--- src/rtl/ahb_cmd_master_if.sv ---
// Command / response / AHB-Lite signal bundle for ahb_cmd_master.
// master modport: the command master; slave modport: the JTAG command side
// plus the RAM side.
interface ahb_cmd_master_if;
  // command channel
  logic        cmd_valid;
  logic        cmd_ready;
  logic        cmd_write;
  logic [31:0] cmd_addr;
  logic [31:0] cmd_wdata;
  // response channel
  logic        rsp_valid;
  logic        rsp_ready;
  logic [31:0] rsp_rdata;
  logic        rsp_err;
  logic        rsp_timeout;
  // AHB-Lite
  logic [31:0] HADDR;
  logic        HWRITE;
  logic [1:0]  HTRANS;
  logic [2:0]  HSIZE;
  logic [31:0] HWDATA;
  logic [31:0] HRDATA;
  logic        HREADY;
  logic        HRESP;

  modport master (
    input  cmd_valid, cmd_write, cmd_addr, cmd_wdata, rsp_ready,
           HRDATA, HREADY, HRESP,
    output cmd_ready, rsp_valid, rsp_rdata, rsp_err, rsp_timeout,
           HADDR, HWRITE, HTRANS, HSIZE, HWDATA
  );

  modport slave (
    output cmd_valid, cmd_write, cmd_addr, cmd_wdata, rsp_ready,
           HRDATA, HREADY, HRESP,
    input  cmd_ready, rsp_valid, rsp_rdata, rsp_err, rsp_timeout,
           HADDR, HWRITE, HTRANS, HSIZE, HWDATA
  );
endinterface

--- src/rtl/ahb_cmd_master.sv ---
// Single-outstanding AHB-Lite master: one word command in, one response out.
// Latency: accept at edge N -> rsp_valid from N+3 (+wait states); range error N+1.
// Backpressure: cmd_ready only in IDLE; response held until rsp_ready.
// Ports: clk, rst_n (async active-low); bus = cmd/rsp handshakes + AHB master side.
// All outputs come from registers or from the state register alone.
module ahb_cmd_master #(
  parameter int DEPTH   = 32,
  parameter int TIMEOUT = 16
) (
  input  logic               clk,
  input  logic               rst_n,
  ahb_cmd_master_if.master   bus
);

  localparam logic [31:0] DEPTH_W = 32'(DEPTH);
  localparam logic [7:0]  TO_LAST = 8'(TIMEOUT - 1);

  typedef enum logic [1:0] {
    S_IDLE,
    S_ADDR,
    S_DATA,
    S_RESP
  } state_t;

  state_t      state_q, state_d;
  logic        write_q, write_d;
  logic [31:0] addr_q,  addr_d;
  logic [31:0] wdata_q, wdata_d;
  logic [31:0] rdata_q, rdata_d;
  logic        err_q,   err_d;
  logic        to_q,    to_d;
  logic [7:0]  wait_q,  wait_d;

  always_ff @(posedge clk or negedge rst_n) begin
    if (!rst_n) begin
      state_q <= S_IDLE;
      write_q <= 1'b0;
      addr_q  <= '0;
      wdata_q <= '0;
      rdata_q <= '0;
      err_q   <= 1'b0;
      to_q    <= 1'b0;
      wait_q  <= '0;
    end else begin
      state_q <= state_d;
      write_q <= write_d;
      addr_q  <= addr_d;
      wdata_q <= wdata_d;
      rdata_q <= rdata_d;
      err_q   <= err_d;
      to_q    <= to_d;
      wait_q  <= wait_d;
    end
  end

  always_comb begin
    state_d = state_q;
    write_d = write_q;
    addr_d  = addr_q;
    wdata_d = wdata_q;
    rdata_d = rdata_q;
    err_d   = err_q;
    to_d    = to_q;
    wait_d  = wait_q;
    case (state_q)
      S_IDLE: begin
        if (bus.cmd_valid) begin
          write_d = bus.cmd_write;
          addr_d  = bus.cmd_addr;
          wdata_d = bus.cmd_wdata;
          rdata_d = '0;
          err_d   = 1'b0;
          to_d    = 1'b0;
          // Out-of-range commands never reach the bus.
          if (bus.cmd_addr >= DEPTH_W) begin
            err_d   = 1'b1;
            state_d = S_RESP;
          end else begin
            state_d = S_ADDR;
          end
        end
      end
      S_ADDR: begin
        if (bus.HREADY) begin
          wait_d  = '0;
          state_d = S_DATA;
        end
      end
      S_DATA: begin
        // Completion wins over abort when both happen in the same cycle.
        if (bus.HREADY) begin
          rdata_d = (!write_q && !bus.HRESP) ? bus.HRDATA : '0;
          err_d   = bus.HRESP;
          to_d    = 1'b0;
          state_d = S_RESP;
        end else if (wait_q == TO_LAST) begin
          rdata_d = '0;
          err_d   = 1'b1;
          to_d    = 1'b1;
          state_d = S_RESP;
        end else begin
          wait_d = wait_q + 8'd1;
        end
      end
      S_RESP: begin
        if (bus.rsp_ready) state_d = S_IDLE;
      end
      default: state_d = S_IDLE;
    endcase
  end

  // HTRANS decodes straight from the state register so an async reset
  // drops NONSEQ immediately.
  assign bus.cmd_ready   = (state_q == S_IDLE);
  assign bus.rsp_valid   = (state_q == S_RESP);
  assign bus.HTRANS      = (state_q == S_ADDR) ? 2'b10 : 2'b00;
  assign bus.HSIZE       = 3'b010;
  assign bus.HADDR       = addr_q;
  assign bus.HWRITE      = write_q;
  assign bus.HWDATA      = wdata_q;
  assign bus.rsp_rdata   = rdata_q;
  assign bus.rsp_err     = err_q;
  assign bus.rsp_timeout = to_q;

endmodule

--- src/flat_wrapper.sv ---
// flat-port wrapper written by rule: the top's interface ports become plain ports
module ahb_cmd_master_flat 
#(
  parameter int DEPTH   = 32,
  parameter int TIMEOUT = 16
)
  (clk, rst_n, bus_cmd_valid, bus_cmd_write, bus_cmd_addr, bus_cmd_wdata, bus_rsp_ready, bus_HRDATA, bus_HREADY, bus_HRESP, bus_cmd_ready, bus_rsp_valid, bus_rsp_rdata, bus_rsp_err, bus_rsp_timeout, bus_HADDR, bus_HWRITE, bus_HTRANS, bus_HSIZE, bus_HWDATA);
  ahb_cmd_master_if bus_i ();
  input  logic clk;
  input  logic rst_n;
  input wire logic [$bits(bus_i.cmd_valid)-1:0] bus_cmd_valid;
  input wire logic [$bits(bus_i.cmd_write)-1:0] bus_cmd_write;
  input wire logic [$bits(bus_i.cmd_addr)-1:0] bus_cmd_addr;
  input wire logic [$bits(bus_i.cmd_wdata)-1:0] bus_cmd_wdata;
  input wire logic [$bits(bus_i.rsp_ready)-1:0] bus_rsp_ready;
  input wire logic [$bits(bus_i.HRDATA)-1:0] bus_HRDATA;
  input wire logic [$bits(bus_i.HREADY)-1:0] bus_HREADY;
  input wire logic [$bits(bus_i.HRESP)-1:0] bus_HRESP;
  output wire logic [$bits(bus_i.cmd_ready)-1:0] bus_cmd_ready;
  output wire logic [$bits(bus_i.rsp_valid)-1:0] bus_rsp_valid;
  output wire logic [$bits(bus_i.rsp_rdata)-1:0] bus_rsp_rdata;
  output wire logic [$bits(bus_i.rsp_err)-1:0] bus_rsp_err;
  output wire logic [$bits(bus_i.rsp_timeout)-1:0] bus_rsp_timeout;
  output wire logic [$bits(bus_i.HADDR)-1:0] bus_HADDR;
  output wire logic [$bits(bus_i.HWRITE)-1:0] bus_HWRITE;
  output wire logic [$bits(bus_i.HTRANS)-1:0] bus_HTRANS;
  output wire logic [$bits(bus_i.HSIZE)-1:0] bus_HSIZE;
  output wire logic [$bits(bus_i.HWDATA)-1:0] bus_HWDATA;
  assign bus_i.cmd_valid = bus_cmd_valid;
  assign bus_i.cmd_write = bus_cmd_write;
  assign bus_i.cmd_addr = bus_cmd_addr;
  assign bus_i.cmd_wdata = bus_cmd_wdata;
  assign bus_i.rsp_ready = bus_rsp_ready;
  assign bus_i.HRDATA = bus_HRDATA;
  assign bus_i.HREADY = bus_HREADY;
  assign bus_i.HRESP = bus_HRESP;
  assign bus_cmd_ready = bus_i.cmd_ready;
  assign bus_rsp_valid = bus_i.rsp_valid;
  assign bus_rsp_rdata = bus_i.rsp_rdata;
  assign bus_rsp_err = bus_i.rsp_err;
  assign bus_rsp_timeout = bus_i.rsp_timeout;
  assign bus_HADDR = bus_i.HADDR;
  assign bus_HWRITE = bus_i.HWRITE;
  assign bus_HTRANS = bus_i.HTRANS;
  assign bus_HSIZE = bus_i.HSIZE;
  assign bus_HWDATA = bus_i.HWDATA;
  ahb_cmd_master #(.DEPTH(DEPTH), .TIMEOUT(TIMEOUT)) u_core (.clk(clk), .rst_n(rst_n), .bus(bus_i));
endmodule
--- config.mk ---
export PLATFORM = sky130hd
export DESIGN_NAME = ahb_cmd_master_flat
export DESIGN_NICKNAME = d
export VERILOG_FILES = /design/src/rtl/ahb_cmd_master_if.sv /design/src/rtl/ahb_cmd_master.sv /design/src/flat_wrapper.sv
export SDC_FILE = /design/constraint.sdc
export NUM_CORES = 1
export LEC_CHECK = 0
export CAP_MARGIN = 20
export CORE_ASPECT_RATIO = 0.9
export CORE_MARGIN = 2
export CORE_UTILIZATION = 38
export DETAILED_ROUTE_END_ITERATION = 10
export PLACE_DENSITY = 0.87
export SYNTH_ARGS = -nofsm -noshare
export SYNTH_HDL_FRONTEND = slang
export SYNTH_SLANG_ARGS = --single-unit
--- constraint.sdc ---
create_clock -name clk -period 1.8 [get_ports clk]
set_input_delay 0.45 -clock clk [delete_from_list [all_inputs] [get_ports clk]]
set_output_delay 0.45 -clock clk [all_outputs]
set_load 0.1 [all_outputs]
==> results.md, run 1 <==
| Result | Reported | Unit |
|---|---|---|
| Unrepaired setup endpoints after global routing | true | - |
| Top-Level Pins | 209 | - |
| Register area share after synthesis | 0.587 | - |
| Delay contributed by the slowest stage of the critical path | 0.46 | ns |
| Routability congestion estimate | 0.812 | - |
| Layout overhead on the synthesized area | 83.6 | % |
| Post-Synth Adder-Cell Area | 0.0135 | - |
| CTS buffer count | 9 | - |
| Estimated wirelength of the detail-placed design | 9840 | um |
| Flop-to-flop setup slack | 0.03 | ns |
| Tot GR Track Use | 0.199 | - |
| Share of async-settable or async-resettable flops after synthesis | 1.00 | - |
| Die W | 121 | um |
| Synthesized area | 4650 | um^2 |
| Multiplexer share of the synthesized area | 0.231 | - |
| Arrival time of data at the critical path endpoint | 2.01 | ns |
| Final period utilization | 1.00 | - |
| Maximum fanout count along the critical path | 2 | - |
| First-pass detailed-route iteration total | 4 | - |
| Port bufs | 204 | - |
| Synth Register Bits | 109 | - |
| Worst Tran Pin Value | 0.571 | ns |
| Fill cells | 742 | - |
| Post-synthesis share of cell area spent on and, or, nand and nor gates | 0.0848 | - |
| Worst Clk Skew | 0.00572 | ns |
| Synthesis warning total | 0 | - |
| Peak clock frequency supported by timing | 556 | MHz |
| Fraction of post-synthesis cell area in the top cell type by area | 0.587 | - |
| Area leader, netlist | sky130_fd_sc_hd__dfrtp_1 | - |
| Dpl cells | 730 | - |
| Multi-input combinational cell area | 1770 | um^2 |
| Final hold slack | 0.102 | ns |
| Number of global-route vias before repair | 4024 | - |
| Maximum buffer depth of the clock tree | 2 | - |
| Crit. End Element | flip-flop | - |
| Worst path slowest cell | sky130_fd_sc_hd__nor4_1 | - |
| Number of synthesized flops with an enable pin | 0 | - |
| Hold buffer count at CTS | 0 | - |
| Xor and xnor area share after synthesis | 0.00566 | - |
| Nets | 699 | - |
| Effective utilization at floorplan | 0.388 | - |
| Most prevalent standard cell on the critical path | sky130_fd_sc_hd__nor4_1 | - |
| Area of the placeable core | 12000 | um^2 |
| Critical path class | primary input to flip-flop | - |
| Via/cell ratio | 4.85 | - |
| Data required, critical path | 2.01 | ns |
| Die Footprint | 13100 | um^2 |
| Standard-cell rows | 38 | - |
| Total count of hold-check failures in the final report | 0 | - |
| Cell breakdown of the critical path | clkdlybuf4s50_1 -> nor4_1 -> nand4_1 -> nor4_1 -> a2111oi_2 | - |
| ANT nets after route | 0 | - |
| Compound-gate portion of the synthesized area | 0.0229 | - |
| Cell count after synthesis | 367 | - |
| Final cell count without fillers | 756 | - |
| Maximum number of pins on one net before global-route repair | 65 | - |
| Count of unresolved DRC violations after routing | 0 | - |
| Overflow left after global routing | 0 | - |
| Clock tree from TritonCTS | built | - |
| Pins Over Slew Limit | 0 | - |
| First-pass GRT wire length | 20300 | um |
| DIE HEIGHT | 109 | um |
| Status | finished clean | - |
| Max Cap Viol | 0 | - |
| Worst-skew pair later-pin latency | 0.34 | ns |
| Diode count | 0 | - |
| Startpoint types | primary input | - |
| TritonCTS sink count | 109 | - |
| Crit-path leading delay family | simple AND/OR/NAND/NOR gates | - |
| Total buffers and inverters traversed by the critical path | 1 | - |
| Top cell types by occurrence after synthesis | 109 x sky130_fd_sc_hd__dfrtp_1, 65 x sky130_fd_sc_hd__mux2_2, 39 x sky130_fd_sc_hd__inv_1, 39 x sky130_fd_sc_hd__nand2_1, 34 x sky130_fd_sc_hd__mux2i_1 | - |
| Top_reg_cell synth | sky130_fd_sc_hd__dfrtp_1 | - |
| Cell chosen for the clock root | sky130_fd_sc_hd__clkbuf_16 | - |
| R2R Path Start | u_core.wait_q[0] | - |
| Average wire per standard cell | 17.6 | um |
| Final setup violation count | 0 | - |
| Layout cell share with drive strength beyond 1 | 0.381 | - |
| Combined flip-flop and latch cell area | 2730 | um^2 |
| Cell depth of the worst flop-to-flop path | 7 | - |
| Number of distinct library cell variants in the gate-level netlist after synthesis | 36 | - |
| Number of vias after detailed routing | 3664 | - |
| Slew headroom | 0.620 | - |
| Class of the tightest hold or removal check | primary input to async pin | - |
| Synthesized area divided by synthesized cell count | 12.7 | um^2 |
| Total wirelength of the detailed-routed design | 13300 | um |
| Dominant combinational cell family by area after synthesis | multiplexers | - |
| Number of antenna violations at the first check in global routing | 0 | - |
| Minimum period implied by the final worst setup slack | 1.80 | ns |
| 1st-iter DRT viols | 195 | - |
| Most used standard cell by instance count after synthesis | sky130_fd_sc_hd__dfrtp_1 | - |
| Maximum level of the CTS H-tree | 3 | - |
| Crit Reg-Reg Endpoint | u_core.bus.rsp_rdata[22] | - |
| CTS clock-pin slew for the worst setup and hold paths | 0.07 | ns |
| Top cells by area, synth | sky130_fd_sc_hd__dfrtp_1 59%, sky130_fd_sc_hd__mux2_2 16%, sky130_fd_sc_hd__mux2i_1 7.3%, sky130_fd_sc_hd__inv_1 3.2%, sky130_fd_sc_hd__nand2_1 3.2% | - |
## layout make-up
cell class              instances  share of cell area
repair buffers                228               0.393
flip-flops and latches        109               0.320
multi-input cells             204               0.208
clock buffers                  12              0.0301
well taps                     160              0.0235
inverters                      39              0.0172
clock inverters                 4             0.00822
## placed cells by master (no fill, tap or decap), types with 2 or more instances in the layout
| cell type | instances |
|---|---|
| sky130_fd_sc_hd__xor2_1 | 2 |
| sky130_fd_sc_hd__inv_1 | 37 |
| sky130_fd_sc_hd__mux2_2 | 65 |
| sky130_fd_sc_hd__buf_4 | 16 |
| sky130_fd_sc_hd__o2bb2ai_1 | 2 |
| sky130_fd_sc_hd__clkinv_2 | 2 |
| sky130_fd_sc_hd__dfrtp_1 | 108 |
| sky130_fd_sc_hd__ha_4 | 3 |
| sky130_fd_sc_hd__nand4_1 | 4 |
| sky130_fd_sc_hd__buf_6 | 2 |
| sky130_fd_sc_hd__mux2i_1 | 33 |
| sky130_fd_sc_hd__a21o_1 | 4 |
| sky130_fd_sc_hd__bufinv_16 | 2 |
| sky130_fd_sc_hd__or3_1 | 2 |
| sky130_fd_sc_hd__o21ai_0 | 2 |
| sky130_fd_sc_hd__ha_2 | 2 |
| sky130_fd_sc_hd__nand3b_1 | 2 |
| sky130_fd_sc_hd__clkbuf_8 | 2 |
| sky130_fd_sc_hd__clkbuf_16 | 11 |
| sky130_fd_sc_hd__buf_12 | 106 |
| sky130_fd_sc_hd__clkdlybuf4s50_1 | 101 |
| sky130_fd_sc_hd__nor4_1 | 8 |
| sky130_fd_sc_hd__and3_1 | 3 |
| sky130_fd_sc_hd__nand3_1 | 3 |
| sky130_fd_sc_hd__nor2_1 | 7 |
| sky130_fd_sc_hd__conb_1 | 4 |
| sky130_fd_sc_hd__o22ai_1 | 2 |
| sky130_fd_sc_hd__nand2_1 | 38 |
| sky130_fd_sc_hd__inv_2 | 2 |
## worst max path at each step
stage	slack, ns	endpoint	depth (start not counted)	from
after detailed placement	-0.23	u_core.bus.rsp_err	5	bus_cmd_addr[10]
after floorplan	0.02	u_core.wait_q[3]	6	u_core.state_q[1]
after global routing	-0.07	u_core.bus.rsp_rdata[20]	6	u_core.wait_q[4]
after CTS	-0.06	bus_HTRANS[1]	3	u_core.state_q[1]
after global placement	-0.17	u_core.bus.rsp_err	5	bus_cmd_addr[13]
final	0.0001	u_core.bus.rsp_err	5	bus_cmd_addr[10]
## sequential cells by signal, summed over array words and instances (netlist names)
name / cells
u_core.bus.HWDATA: 32
u_core.state_q: 2
u_core.bus.rsp_rdata: 32
u_core.bus.rsp_timeout: 1
u_core.bus.rsp_err: 1
u_core.bus.HWRITE: 1
u_core.wait_q: 8
u_core.bus.HADDR: 32
## repair_timing
action / 4_1_cts / 5_1_grt
endpoints found under the setup margin: 34 / 44
resized for setup: 4 / 17
pin swaps: 1 / 4
setup buffers: 1 / 6
cloned: 1 / 2
## worst register-to-register path, cell delays in order (launching register included)
cell,delay [ns]
sky130_fd_sc_hd__dfrtp_1,0.40
sky130_fd_sc_hd__ha_2,0.22
sky130_fd_sc_hd__and3_4,0.23
sky130_fd_sc_hd__a21oi_4,0.09
sky130_fd_sc_hd__nor3_4,0.24
sky130_fd_sc_hd__buf_6,0.16
sky130_fd_sc_hd__clkbuf_16,0.16
sky130_fd_sc_hd__mux2i_1,0.20
## metal layers
layer,share of wire,global-route usage,up-vias
met2,0.51,0.343,163
met4,0.017,0.0698,0
met1,0.37,0.222,1803
li1,-,-,1678
met5,0,0,-
met3,0.11,0.0853,20
## through the flow
step	setup WS (ns)	setup TNS, ns	util	cell area [um^2]
after detailed placement	-0.228	-6.21	0.667	7990
after global routing	-0.0705	-1.24	0.712	8530
after global placement	-0.170	-3.67	0.667	7990
after CTS	-0.0642	-0.294	0.699	8370
final	0.000147	0	0.712	8530
after floorplan	0.0239	0	-	4680
## kinds of logic (layout without fill, tap and decap cells)
| kind of cell | after synthesis | in the layout |
|---|---|---|
| AOI/OAI and AO/OA | 15 | 15 |
| xor gates and xnor gates | 3 | 3 |
| adders and majority gates | 5 | 5 |
| buffers and inverters | 56 | 283 |
| DFF | 109 | 109 |
| muxes | 99 | 99 |
| other | 2 | 4 |
| and+or+nand+nor | 78 | 78 |
Power of run 1 is not shown: default switching activity piles up to over one toggle a cycle in this logic, so the estimate is an artifact.
==> run 2: changes to the inputs <==
ABC_CLOCK_PERIOD_IN_PS = 1800   (was unset)
CTS_CLUSTER_SIZE = 16   (was unset)
GPL_ROUTABILITY_DRIVEN = 0   (was unset)
==> results of run 2 <==
Same layout as run 1: the final DEF is identical, and so are final timing and power.
Power of run 2 is left out for the same reason.
==> run 3: changes to the inputs <==
CTS_CLUSTER_DIAMETER = 80   (was unset)
==> results of run 3 <==
Same layout as run 1: the final DEF is identical, and so are final timing and power.
Power of run 3 is left out for the same reason.
